## config.mk

```make
export PLATFORM = sky130hd
export DESIGN_NAME = fetch_sequencer
export DESIGN_NICKNAME = d
export VERILOG_FILES = /design/src/rtl/fetch_sequencer_pkg.sv /design/src/rtl/fetch_sequencer_pc_unit.sv /design/src/rtl/fetch_sequencer.sv
export SDC_FILE = /design/constraint.sdc
export NUM_CORES = 1
export LEC_CHECK = 0
export CAP_MARGIN = 0
export CORE_ASPECT_RATIO = 1.1
export CORE_MARGIN = 2
export CORE_UTILIZATION = 36
export CTS_CLUSTER_SIZE = 10
export DETAILED_ROUTE_END_ITERATION = 7
export GPL_TIMING_DRIVEN = 0
export HOLD_SLACK_MARGIN = 0.06
export PLACE_DENSITY_LB_ADDON = 0.3
export SKIP_CTS_REPAIR_TIMING = 1
export SYNTH_ARGS = -nofsm -noshare
export SYNTH_HDL_FRONTEND = slang
export SYNTH_SLANG_ARGS = --single-unit
```

## constraint.sdc

```tcl
create_clock -name clk -period 2.6 [get_ports clk]
set_input_delay 0.52 -clock clk [delete_from_list [all_inputs] [get_ports clk]]
set_output_delay 0.52 -clock clk [all_outputs]
set_load 0.01 [all_outputs]
```

## src/rtl/fetch_sequencer_pkg.sv

```systemverilog
// rtl/fetch_sequencer_pkg.sv - shared widths and FSM state encoding for the nRISC fetch sequencer
package fetch_sequencer_pkg;

    localparam int DEF_ADDR_W  = 8;
    localparam int DEF_INSTR_W = 18;

    // Encodings are visible on state_o, so the values are fixed
    typedef enum logic [1:0] {
        S_IDLE = 2'd0,
        S_LOAD = 2'd1,
        S_RUN  = 2'd2,
        S_HALT = 2'd3
    } state_t;

endpackage

```

## src/rtl/fetch_sequencer_pc_unit.sv

```systemverilog
// rtl/fetch_sequencer_pc_unit.sv - program counter with clear/load/increment and end-of-program compare
module fetch_sequencer_pc_unit
    import fetch_sequencer_pkg::*;
#(
    parameter int AW = DEF_ADDR_W
) (
    input  logic          clk,
    input  logic          reset,
    input  logic          i_clear,
    input  logic          i_load,
    input  logic          i_inc,
    input  logic [AW-1:0] i_target,
    input  logic [AW:0]   i_prog_len,
    output logic [AW-1:0] o_pc,
    output logic          o_is_last,
    output logic          o_target_ok
);

    localparam logic [AW-1:0] ONE   = 1;
    localparam logic [AW:0]   ONE_X = 1;

    logic [AW-1:0] r_pc;
    logic [AW:0]   w_pc_ext;

    assign w_pc_ext = {1'b0, r_pc};

    // pc register: clear beats redirect beats increment; otherwise hold
    always_ff @(posedge clk) begin
        if (reset || i_clear) begin
            r_pc <= '0;
        end else if (i_load) begin
            r_pc <= i_target;
        end else if (i_inc) begin
            r_pc <= r_pc + ONE;
        end
    end

    // Compares are done one bit wider so prog_len = 256 needs no special case
    assign o_is_last   = (w_pc_ext + ONE_X) == i_prog_len;
    assign o_target_ok = {1'b0, i_target} < i_prog_len;
    assign o_pc        = r_pc;

endmodule

```

## src/rtl/fetch_sequencer.sv

```systemverilog
// rtl/fetch_sequencer.sv - program loader, pc sequencing and instruction register for the nRISC core
module fetch_sequencer
    import fetch_sequencer_pkg::*;
#(
    parameter int ADDR_W  = DEF_ADDR_W,
    parameter int INSTR_W = DEF_INSTR_W
) (
    input  logic               clk,
    input  logic               reset,
    input  logic               load_start,
    input  logic               load_valid,
    input  logic [INSTR_W-1:0] load_data,
    input  logic               load_last,
    output logic               load_ready,
    output logic               mem_we,
    output logic [ADDR_W-1:0]  mem_waddr,
    output logic [INSTR_W-1:0] mem_wdata,
    input  logic               start,
    output logic [ADDR_W-1:0]  pc,
    input  logic [INSTR_W-1:0] instr_in,
    output logic [INSTR_W-1:0] instr_out,
    output logic               instr_valid,
    input  logic               stall,
    input  logic               branch_taken,
    input  logic [ADDR_W-1:0]  branch_target,
    input  logic               halt_req,
    output logic [ADDR_W:0]    prog_len,
    output logic [1:0]         state_o,
    output logic               bad_target
);

    localparam logic [ADDR_W-1:0] A_ONE = 1;
    localparam logic [ADDR_W:0]   L_ONE = 1;

    state_t              r_state;
    logic [ADDR_W-1:0]   r_waddr;
    logic [INSTR_W-1:0]  r_instr;
    logic                r_valid;
    logic                r_bad;
    logic [ADDR_W:0]     r_prog_len;

    logic                w_run;
    logic                w_idle_or_halt;
    logic                w_halt;
    logic                w_branch;
    logic                w_adv;
    logic                w_go;
    logic                w_ldst;
    logic                w_is_last;
    logic                w_target_ok;
    logic [ADDR_W-1:0]   w_pc;

    // RUN-state priority decode: halt > branch > stall > advance
    assign w_run          = (r_state == S_RUN);
    assign w_idle_or_halt = (r_state == S_IDLE) || (r_state == S_HALT);
    assign w_halt         = w_run & halt_req;
    assign w_branch       = w_run & ~halt_req & branch_taken;
    assign w_adv          = w_run & ~halt_req & ~branch_taken & ~stall;
    // load_start is honoured everywhere except RUN and always beats start
    assign w_ldst         = load_start & ~w_run;
    assign w_go           = start & ~load_start & w_idle_or_halt;

    fetch_sequencer_pc_unit #(
        .AW (ADDR_W)
    ) u_pc (
        .clk         (clk),
        .reset       (reset),
        .i_clear     (w_go | w_ldst),
        .i_load      (w_branch & w_target_ok),
        .i_inc       (w_adv & ~w_is_last),
        .i_target    (branch_target),
        .i_prog_len  (r_prog_len),
        .o_pc        (w_pc),
        .o_is_last   (w_is_last),
        .o_target_ok (w_target_ok)
    );

    // Main FSM: owns the load counter, program length, instruction register and flags
    always_ff @(posedge clk) begin
        if (reset) begin
            r_state    <= S_IDLE;
            r_waddr    <= '0;
            r_instr    <= '0;
            r_valid    <= 1'b0;
            r_bad      <= 1'b0;
            r_prog_len <= '0;
        end else begin
            case (r_state)
                S_IDLE, S_HALT: begin
                    r_valid <= 1'b0;
                    if (load_start) begin
                        r_state    <= S_LOAD;
                        r_waddr    <= '0;
                        r_prog_len <= '0;
                        r_bad      <= 1'b0;
                    end else if (start) begin
                        r_bad   <= 1'b0;
                        r_state <= (r_prog_len != '0) ? S_RUN : S_HALT;
                    end
                end
                S_LOAD: begin
                    if (load_start) begin
                        r_waddr <= '0;
                    end else if (load_valid) begin
                        r_waddr <= r_waddr + A_ONE;
                        if (load_last || (r_waddr == '1)) begin
                            r_state    <= S_IDLE;
                            r_prog_len <= {1'b0, r_waddr} + L_ONE;
                        end
                    end
                end
                S_RUN: begin
                    if (w_halt) begin
                        r_state <= S_HALT;
                        r_valid <= 1'b0;
                    end else if (w_branch) begin
                        // Word fetched this cycle is squashed either way
                        r_valid <= 1'b0;
                        if (!w_target_ok) begin
                            r_state <= S_HALT;
                            r_bad   <= 1'b1;
                        end
                    end else if (w_adv) begin
                        r_instr <= instr_in;
                        r_valid <= 1'b1;
                        // Last word is still delivered; pc holds so it never wraps
                        if (w_is_last) begin
                            r_state <= S_HALT;
                        end
                    end
                end
                default: r_state <= S_IDLE;
            endcase
        end
    end

    assign load_ready  = (r_state == S_LOAD);
    assign mem_we      = load_valid & load_ready;
    assign mem_waddr   = r_waddr;
    assign mem_wdata   = load_data;
    assign pc          = w_pc;
    assign instr_out   = r_instr;
    assign instr_valid = r_valid;
    assign prog_len    = r_prog_len;
    assign state_o     = r_state;
    assign bad_target  = r_bad;

endmodule

```

Word level (Yosys, flattened, before mapping). Cells that the tools add are included. W data, S select, Z words.

Word-level logic and storage cells: 97. Bits of input ports: 53. Bits in registers: 47. Output and inout bits: 67.

Reduce and logical (&&, ||, !) cells: 15. Bitwise logic cells: 20. Equal/unequal tests: 17. Add/subtract/negate cells: 4. Magnitude comparators: 1. Muxes and demuxes: 33.

Operators by type and width (count): $mux W8 (5); $mux W9 (4); $mux W2 (10); $add A8 B1 Y9 const B (2); $pmux W9 S2 (1); $add A8 B1 Y8 const B (2); $pmux W8 S2 (1); $and A1 B1 Y1 (11); $ne A2 B2 Y1 const B (5); $reduce_and A5 Y1 (2); $eq A9 B9 Y1 (1); $lt A8 B9 Y1 (1); $mux W1 (9); $reduce_bool A9 Y1 (1); $eq A8 B8 Y1 const B (1); $ne A4 B1 Y1 const B (2); $not A1 Y1 (8); $reduce_and A7 Y1 (1); $ne A3 B3 Y1 const B (2); $pmux W2 S3 (1); $reduce_bool A2 Y1 (3); $eq A2 B2 Y1 const B (2); $ne A2 B1 Y1 const B (2); $ne A4 B4 Y1 const B (1); other kinds (9) (12).

Logic depth before layout (Yosys ltp). Gate-level depths: netlist of the first run.

Word-level depth: 8. Mapped depth: 9.

By module. Synthesis of the first run repeated with hierarchy kept, for this count alone.

Cell total of the unflattened synthesis: 362. Area total of the unflattened synthesis: 2830.2 sq um.

Modules (own cells, without submodules): fetch_sequencer (area each 2006.9 sq um, cells an instance 251, times used 1); fetch_sequencer_pc_unit (area each 823.3 sq um, cells an instance 111, times used 1).

Worst setup path after synthesis of the first run. No wires, ideal clock.

Kind: register to register. Start point: register u_pc.r_pc[0] (netlist: u_pc.o_pc[0]). End point: register r_state[0] (netlist: state_o[0]). Arrival: 2.637 ns. Setup time: 0.070 ns. Buffers on the path: 0. Required time: 2.530 ns. Stages on the path, launching flop included: 9. Slack: -0.108 ns. Period minus slack after synthesis: 2.708 ns. Path through: dfxtp_1 ha_1 nand3_4 or3_4 or3_1 o311a_1 o31a_1 or4_1 a21oi_1.

Longest elaborated chain between the ends: 4.

Ends and longest elaborated chain: start: declaration (RTL line fetch_sequencer_pc_unit.sv:22) `logic [AW-1:0] r_pc;`; start signal: assignment (RTL line fetch_sequencer_pc_unit.sv:32) `r_pc <= i_target;`; start signal: assignment (RTL line fetch_sequencer_pc_unit.sv:34) `r_pc <= r_pc + ONE;`; $add A8 B1 Y9 (RTL line fetch_sequencer_pc_unit.sv:39) `assign o_is_last = (w_pc_ext + ONE_X) == i_prog_len;`; $eq A9 B9 Y1 (RTL line fetch_sequencer_pc_unit.sv:39); $ne A4 B1 Y1 (no source line); $reduce_and A7 Y1 (no source line); end signal: assignment (RTL line fetch_sequencer.sv:98) `r_state <= (r_prog_len != '0) ? S_RUN : S_HALT;`; end: declaration (RTL line fetch_sequencer.sv:35) `state_t r_state;`.

No other way between the ends. A chain may end at the register's enable or synchronous reset.

Worst setup path after layout of the first run.
Start point: register u_pc.r_pc[1] (netlist: u_pc.o_pc[1]). End point: register r_state[0] (netlist: state_o[0]).

Same word-level chain as after synthesis.

==> flow_summary.toml, run 1 <==
[critical_path]
path_cells = "ha_4 -> nand3_4 -> or3_4 -> or3_4 -> o311a_1 -> o31a_1 -> or4_4 -> a21oi_2"
slowest_delay_ns = 0.54
critPathKind = "reg -> reg"
cp_slowest_cell = "or4_4"
r2r_cells = 8
critPathLaunchType = "register"
end_kind = "register"
r2r-start = "u_pc.o_pc[1]"
r2r_setup_slack_ns = 0.05
reg2reg_to = "state_o[0]"
path_max_fanout = 6
cp_data_arrival_time_ns = 2.79
crit_path_frequent_cell = "or3_4"
crit_required_ns = 2.84

[drt]
vias = 2989
wl_per_cell_um = 14.4
drc = 0
ant_nets = 0
drt-pass1-iter-count = 4
viasPerCell = 5.19
drt-total-wl_mm = 8.28
initialDrtViolationCount = 105

[sta]
setup_viol = 0
finalCritPeriodShare_pct = 98.1
setup_tns_ns = 0
worst_pin_slew_ns = 0.587
hold_viol_final = 0
max-slew-margin-rel_pct = 60.9
fin_crit_ns = 2.55
drv_slew = 0
fmax_mhz = 392
finClkSkew_ns = 0.00590
hold_slack_ns = 0.459
setup_slack_ns = 0.0489
rsz0062_at_grt = "true"

[layout]
nFillCells = 747
synthToLayoutAreaGrowth_pct = 45.7
layout.nets = 535
finalInstanceArea_um2 = 4100
regArea_um2 = 948
final_util_pct = 54.5
multiInputGateArea_um2 = 1640
n_antenna_cell = 0
drive_gt1_share_pct = 9.55

[clocking]
clockBufferDepth = 2
clkTransAtPathRegs_ns = 0.09
ctsRootBufferMaster = "clkbuf_8"
cts_sinks = 47
worstSkewPairLatency_ns = 0.31
cts_buffers = 5
cts_tree = "done"
cts_max_level = 2

[worst_hold_path]
min-delay-start = "instr_out[0]"
hold-path-cell-count = 2
hp-class = "reg -> reg"
min_delay_worst_endpoint = "instr_out[0]"

[placed_design]
numPortBuffers = 99
dpl_cell_area_um2 = 3950
pre_cts_ws_ns = -0.319
place_hpwl_mm = 6.35
place_congestion = 0.957

[synth]
ys_types = 53
syn_inst = 360
yosys-top-cells-area = "dfxtp_1, nand2_1, a21oi_1, ha_1, buf_4"
synth_edf_count = 0
ys_ff_latch = 47
synth_top_area_share_pct = 33.5
synth_warnings = 0
ys_seq_area_share_pct = 33.5
synthArstFlopShare_pct = 0
syn_nets = 425
dominantRegCellSynth = "dfxtp_1"
synth_area_um2 = 2810
synth_area_leader_cell = "dfxtp_1"
syn-mean-instance-area_um2 = 7.81

[grt]
grt_pass1_vias = 2755
overflow = 0
grt_max_degree = 15
grtUsageTotal_pct = 19.1
grt_first_pass_wirelength_mm = 13.1
antenna_found_initial = 0

[floorplanning]
rows = 33
dieHeight_um = 96.7
die_area_um2 = 8530
die_w_um = 88.3
start_util_pct = 37.4
coreArea_um2 = 7510
ioPinCount = 120

[pwr]
p_per_area_nw_per_um2 = 490
ir_drop_v = 0.000407
p_leak_uw = 0.00145

[flow_run]
drv_cap = 0

[status]
status = "completed"
how the worst max path moves through the flow:
stage / start / end / slack, ns / depth (start not counted)
2_1_floorplan: u_pc.o_pc[1] / state_o[0] / 0.01 / 8
3_3_place_gp: branch_target[6] / u_pc.o_pc[7] / -0.30 / 8
3_5_place_dp: branch_target[6] / u_pc.o_pc[7] / -0.32 / 8
4_1_cts: u_pc.o_pc[1] / state_o[0] / -0.16 / 8
5_1_grt: u_pc.o_pc[1] / state_o[0] / -0.04 / 8
6_report: u_pc.o_pc[1] / state_o[0] / 0.05 / 8
logic make-up (layout without fill, tap and decap cells):
family | after synthesis | after routing | synth area share, %
and+or+nand+nor | 150 | 150 | 26.2
AOI/OAI and AO/OA | 84 | 84 | 19.4
buffers and inverters | 48 | 159 | 9.35
DFF | 47 | 47 | 33.5
xor gates and xnor gates | 15 | 15 | 4.67
adders and majority gates | 12 | 12 | 5.34
muxes | 4 | 4 | 1.51
layer usage:
layer  global-route usage, %  routed length (µm)  up-vias  part of all wire (%)
li1                        -                   -     1470                     -
met1                    23.9                3430     1392                    41
met2                    32.3                4190      116                    51
met3                    3.75                 537       11                   6.5
met4                    6.18                 131        0                   1.6
met5                       0                   0        -                     0
where the power goes:
group | internal [µW] | leakage [µW] | switching [µW]
logic | 338 | 0.00102 | 412
registers | 749 | 0.000381 | 28.4
clock network | 218 | 0.0000484 | 261
total | 1310 | 0.00145 | 701
synthesized netlist by cell type (2+ instances only):
master     instances
nand4b_1           4
nand2b_1           5
nand2_1           52
and4_1             2
buf_2              3
nor3b_1            5
ha_1              12
o21ai_0            9
a211o_1            4
mux2i_1            2
and2_1             2
or3_1              2
xor2_1             4
a22oi_1            3
nor4_1             2
nand3_1            8
and3_1             4
nand4_1            4
nor3_1            12
o211ai_1           2
xnor2_1           11
dfxtp_1           47
inv_1             11
mux2_2             2
a211oi_1           4
a31oi_1            2
a2bb2oi_1          5
nand3b_1           2
a21oi_1           36
nor2_1            37
clkbuf_1          13
nor2b_1            4
a32oi_1            5
a21o_1             3
buf_4             19
cell type report:
class                   instances  area share (%)
well taps                     105            3.21
clock buffers                   7            2.11
inverters                      11            1.01
multi-input cells             265            40.0
flip-flops and latches         47            23.2
clock inverters                 1           0.214
repair buffers                103            24.9
plain buffers                  37            5.41
worst max-delay path: cells and delay by family, from the launching register on:
family | cells | cell delay [ns]
adder cells (fa/ha/maj) | 1 | 0.17
flip-flops | 1 | 0.40
AO/OA/AOI/OAI | 3 | 0.52
AND/OR/NAND/NOR | 4 | 1.41
cells in the final DEF (no fill, tap or decap), types with 3 or more instances in the layout:
cell,netlist,layout
clkdlybuf4s50_1,0,99
nand2_1,52,52
dfxtp_1,47,45
nor2_1,37,37
a21oi_1,36,35
buf_4,19,23
clkbuf_1,13,14
nor3_1,12,12
inv_1,11,11
xnor2_1,11,11
ha_1,12,11
nand3_1,8,8
o21ai_0,9,8
clkbuf_8,0,6
nor3b_1,5,5
nand2b_1,5,5
a2bb2oi_1,5,5
a32oi_1,5,5
nor2b_1,4,4
and3_1,4,4
xor2_1,4,4
a211o_1,4,4
nand4_1,4,4
nand4b_1,4,4
a22oi_1,3,3
a21o_1,3,3
buf_2,3,3
a211oi_1,4,3
through the flow:
stage                     power [µW]  instances
after floorplan                 1230        360
after global placement          1490        564
after detailed placement        1510        564
after CTS                       1990        572
after global routing            2130        576
final                           2010        576
flip-flops by register name, summed over array words and instances (netlist names):
register,flops
bad_target,1
instr_out,18
instr_valid,1
mem_waddr,8
prog_len,9
state_o,2
u_pc.o_pc,8
Note: power is estimated with default switching activity, not from simulation.
==> run 2, diff against run 1 <==
CORE_UTILIZATION = 39   (was 36)
SKIP_CTS_REPAIR_TIMING = not set   (was 1)
==> run 2 against run 1 <==
Against the previous run: worst hold slack lost 0.0053 ns; sequential cell count is the same; worst setup slack lost 0.025 ns; clock skew grew 0.0036 ns; critical path type unchanged; cell count shrank 3.6%; cell area grew 0.31%; clock-buffer cell count shrank 1.
==> flow_summary.toml, run 2 (synthesis results as in run 1) <==
[placed_design]
place_hpwl_mm = 6.12
numPortBuffers = 99
place_congestion = 0.935

[layout]
largest_register_ffs = 18
layout_common_cells = "clkdlybuf4s50_1, nand2_1, dfxtp_1"
nFillCells = 622
drive_gt1_share_pct = 10.4
synthToLayoutAreaGrowth_pct = 46.2
layout.nets = 535
final_util_pct = 58.6
multiInputGateArea_um2 = 1650
final_common_cell = "clkdlybuf4s50_1"
regArea_um2 = 948
n_antenna_cell = 0

[clocking]
cts_max_level = 2
cts_sinks = 47
cts_tree = "done"
cts_hold_buf = 0
worstSkewPairLatency_ns = 0.30
ctsRootBufferMaster = "clkbuf_8"
clockBufferDepth = 2
cts_buffers = 5
clkTransAtPathRegs_ns = 0.09

[sta]
hold_viol_final = 0
finClkSkew_ns = 0.00947
setup_viol = 0
finalCritPeriodShare_pct = 99.1
fmax_mhz = 388
worst_pin_slew_ns = 0.599
max-slew-margin-rel_pct = 59.6
fin_crit_ns = 2.58
drv_slew = 0

[status]
status = "completed"

[grt]
grt_first_pass_wirelength_mm = 13.1
grt_use_met3_pct = 3.35
overflow = 0
antenna_found_initial = 0
gr-usage-met1_pct = 24.8
grt-busiest-layer = "met2"
grt_pass1_vias = 2820
grt_use_met2_pct = 34.2
grt_max_degree = 14
grtUsageTotal_pct = 20.0

[drt]
drt-total-wl_mm = 7.96
vias = 2915
drt-pass1-iter-count = 4
initialDrtViolationCount = 146
viasPerCell = 5.25
ant_nets = 0
drc = 0
wl_per_cell_um = 14.3

[critical_path]
cp_data_arrival_time_ns = 2.81
crit_required_ns = 2.83
end_kind = "register"
critPathLaunchType = "register"
critPathKind = "reg -> reg"
path_max_fanout = 10

[worst_hold_path]
hp-class = "reg -> reg"

[floorplanning]
start_util_pct = 40.1
die_w_um = 85.0
coreArea_um2 = 7010
ioPinCount = 120
dieHeight_um = 93.1
rows = 32
die_area_um2 = 7910

[pwr]
p_leak_uw = 0.00146
p_per_area_nw_per_um2 = 501
ir_drop_v = 0.000452
p_total_uw = 2060

[flow_run]
drv_cap = 0
## run 2: worst max-delay path, cell delays in order, from the launching register on
cell and delay [ns]:
dfxtp_1 0.35, buf_6 0.15, nand2_1 0.10, or3_4 0.39, or3_4 0.37, o311a_1 0.13
o31a_1 0.33, or4_4 0.56, a21oi_2 0.13
## run 2: per-stage QoR
step | area, µm² | setup slack [ns] | cells | setup TNS, ns | hold WS (ns)
5_1_grt | 4110 | -0.0307 | 555 | -0.0718 | 0.481
3_3_place_gp | 3920 | -0.249 | 544 | -1.18 | 0.442
4_1_cts | 4040 | 0.00836 | 552 | 0 | 0.458
2_1_floorplan | 2830 | 0.0140 | 360 | 0 | 0.481
6_report | 4110 | 0.0236 | 555 | 0 | 0.454
3_5_place_dp | 3920 | -0.247 | 544 | -1.39 | 0.446
## run 2: routing by layer
metal | up-vias | routed length, µm
li1 | 1473 | -
met1 | 1353 | 3350
met2 | 77 | 4070
met3 | 12 | 392
met4 | 0 | 148
met5 | - | 0
## run 2: final timing paths
check | start | end | slack (ns) | cells after the start
worst max-delay path | u_pc.o_pc[4] | state_o[0] | 0.02 | 8
worst min-delay path | instr_out[0] | instr_out[0] | 0.45 | 2
worst max register to register | u_pc.o_pc[4] | state_o[0] | 0.02 | 8
worst min register to register | instr_out[0] | instr_out[0] | 0.45 | 2
## run 2: area by class of cell
cell class | instances | area share [%]
inverter | 11 | 1.00
clock inverter | 1 | 0.731
sequential | 47 | 23.1
timing repair buffer | 103 | 24.8
clock buffer | 6 | 1.77
multi-input combinational | 265 | 40.2
tap | 85 | 2.59
buffer | 37 | 5.76
## run 2: where the power goes
part	switching [µW]	internal (µW)	total, µW
Sequential	27.6	749	776
Combinational	418	340	758
Clock	241	282	523
Total	687	1370	2060
## run 2: what timing repair did
item                                   CTS  global route
endpoints found under the hold margin    0             0
resized for setup                        3            17
setup endpoints to repair                1            14
setup buffers                            1             3
pin swaps                                1             5
==> run 3, diff against run 2 <==
CAP_MARGIN = 10   (was 0)
PLACE_DENSITY = 0.78   (was not set)
PLACE_DENSITY_LB_ADDON = not set   (was 0.3)
==> run 3 against run 2 <==
Against the previous run: sequential power hardly changed; fmax grew 0.46%; cell area increased by 0.18%; cell count up 0.36%; global-route usage about the same; clock-buffer cell count is 1 higher; highest routed layer unchanged.
==> flow_summary.toml, run 3 (synthesis results as in run 1) <==
[grt]
grt_pass1_vias = 2772
gr-usage-met1_pct = 25.5
antenna_found_initial = 0
grt-busiest-layer = "met2"
grt_use_met3_pct = 3.62
grt_max_degree = 15
overflow = 0
grt_use_met2_pct = 33.8
grt_first_pass_wirelength_mm = 13.0
grtUsageTotal_pct = 20.0

[sta]
setup_viol = 0
worst_pin_slew_ns = 0.545
drv_slew = 0
hold_viol_final = 0
finClkSkew_ns = 0.00965
setup_tns_ns = 0
max-slew-margin-rel_pct = 63.6
fmax_mhz = 390
fin_crit_ns = 2.56
finalCritPeriodShare_pct = 98.6

[pwr]
p_leak_uw = 0.00146
p_comb_share_pct = 37.1
seqPwrFrac_pct = 38.2
p_per_area_nw_per_um2 = 494
switching_share_pct = 34.5
p_int_uw = 1330
power_switching_uw = 701
p_clk_share_pct = 24.7
p_total_uw = 2030
ir_drop_v = 0.000369

[layout]
drive_gt1_share_pct = 10.6
n_antenna_cell = 0
fin_cells = 557
largest_register_ffs = 18
layout_common_cells = "clkdlybuf4s50_1, nand2_1, dfxtp_1"
final_util_pct = 58.8
layout.nets = 536
nFillCells = 654
finalInstanceArea_um2 = 4120
synthToLayoutAreaGrowth_pct = 46.4
final_common_cell = "clkdlybuf4s50_1"

[floorplanning]
start_util_pct = 40.1
rows = 32
coreArea_um2 = 7010
die_w_um = 85.0
ioPinCount = 120
dieHeight_um = 93.1
die_area_um2 = 7910

[critical_path]
r2r_setup_slack_ns = 0.04
reg2reg_to = "state_o[0]"
r2r_cells = 8
end_kind = "register"
path_cells = "ha_4 -> nand3_4 -> or3_4 -> or3_4 -> o311a_1 -> o31a_1 -> or4_4 -> a21oi_2"
crit_family = "simple AND/OR/NAND/NOR gates"
critPathBufInv = 0
critPathLaunchType = "register"
cp_slowest_cell = "or4_4"
path_max_fanout = 5
critPathKind = "reg -> reg"
cp_data_arrival_time_ns = 2.80
crit_path_frequent_cell = "or3_4"
r2r-start = "u_pc.o_pc[1]"
crit_required_ns = 2.83
slowest_delay_ns = 0.54

[clocking]
worstSkewPairLatency_ns = 0.31
cts_tree = "done"
cts_sinks = 47
ctsRootBufferMaster = "clkbuf_8"
cts_buffers = 5
clkTransAtPathRegs_ns = 0.10
clockBufferDepth = 2
cts_max_level = 2

[worst_hold_path]
min_delay_worst_endpoint = "instr_out[3]"
hp-class = "reg -> reg"
hold-path-cell-count = 2
min-delay-start = "instr_out[3]"

[placed_design]
dpl_cell_area_um2 = 3920
place_hpwl_mm = 6.12
place_congestion = 0.898
dp.cells = 544
numPortBuffers = 99

[drt]
drt-pass1-iter-count = 4
wl_per_cell_um = 14.4
drc = 0
drt-total-wl_mm = 8.04
viasPerCell = 5.29
vias = 2945
initialDrtViolationCount = 127
ant_nets = 0

[status]
status = "completed"

[flow_run]
drv_cap = 0
run 3: cell count changes in the layout (fill, tap and decap cells not counted):
cell,change
clkbuf_2,-2
clkbuf_8,+2
a2111oi_0,-1
a2111oi_1,+1
buf_1,+1
bufinv_16,-1
clkbuf_4,+1
clkinvlp_4,+1
o311ai_0,-1
o311ai_1,+1
run 3: routing by layer:
metal / up-vias / share of wire [%]
li1: 1473 / -
met1: 1382 / 44
met2: 80 / 50
met3: 10 / 4.5
met4: 0 / 1.4
met5: - / 0
run 3: how the worst max path moves through the flow:
stage / to / startpoint / cells past startpoint / slack (ns)
after floorplan: state_o[0] / u_pc.o_pc[1] / 8 / 0.01
after global placement: u_pc.o_pc[7] / branch_target[6] / 8 / -0.29
after detailed placement: u_pc.o_pc[7] / branch_target[6] / 8 / -0.27
after CTS: state_o[0] / u_pc.o_pc[0] / 8 / 0.02
after global routing: state_o[0] / u_pc.o_pc[1] / 8 / -0.01
final: state_o[0] / u_pc.o_pc[1] / 8 / 0.04
run 3: worst reg2reg max path, cell delays in order, from the launching register on:
cell	delay, ns
dfxtp_4	0.38
ha_4	0.16
nand3_4	0.10
or3_4	0.38
or3_4	0.38
o311a_1	0.13
o31a_1	0.31
or4_4	0.54
a21oi_2	0.12
run 3: area by class of cell:
type | instances | area, µm² | share of cell area, %
Clock inverter | 1 | 7.51 | 0.182
Timing Repair Buffer | 104 | 1030 | 25.0
Sequential cell | 47 | 948 | 23.0
Inverter | 11 | 41.3 | 1.00
Tap cell | 85 | 106 | 2.58
Clock buffer | 7 | 96.3 | 2.34
Multi-Input combinational cell | 265 | 1650 | 40.2
Buffer | 37 | 234 | 5.68
run 3: per-stage QoR:
| step | worst slack, ns | hold slack, ns |
|---|---|---|
| 2_1_floorplan | 0.0140 | 0.481 |
| 3_3_place_gp | -0.293 | 0.442 |
| 3_5_place_dp | -0.269 | 0.445 |
| 4_1_cts | 0.0208 | 0.458 |
| 5_1_grt | -0.0141 | 0.480 |
| 6_report | 0.0354 | 0.457 |
run 3: power groups by stage:
stage / registers [µW] / clock network [µW] / logic, µW
2_1_floorplan: 805 / 0 / 425
3_3_place_gp: 794 / 0 / 695
6_report: 776 / 502 / 754
5_1_grt: 780 / 543 / 829
4_1_cts: 776 / 515 / 720
3_5_place_dp: 795 / 0 / 714
run 3: what timing repair did:
action,4_1_cts,5_1_grt
gates resized for setup,3,15
endpoints found under the setup margin,2,18
pin swaps,1,4
hold buffers,0,0
setup buffers,2,3
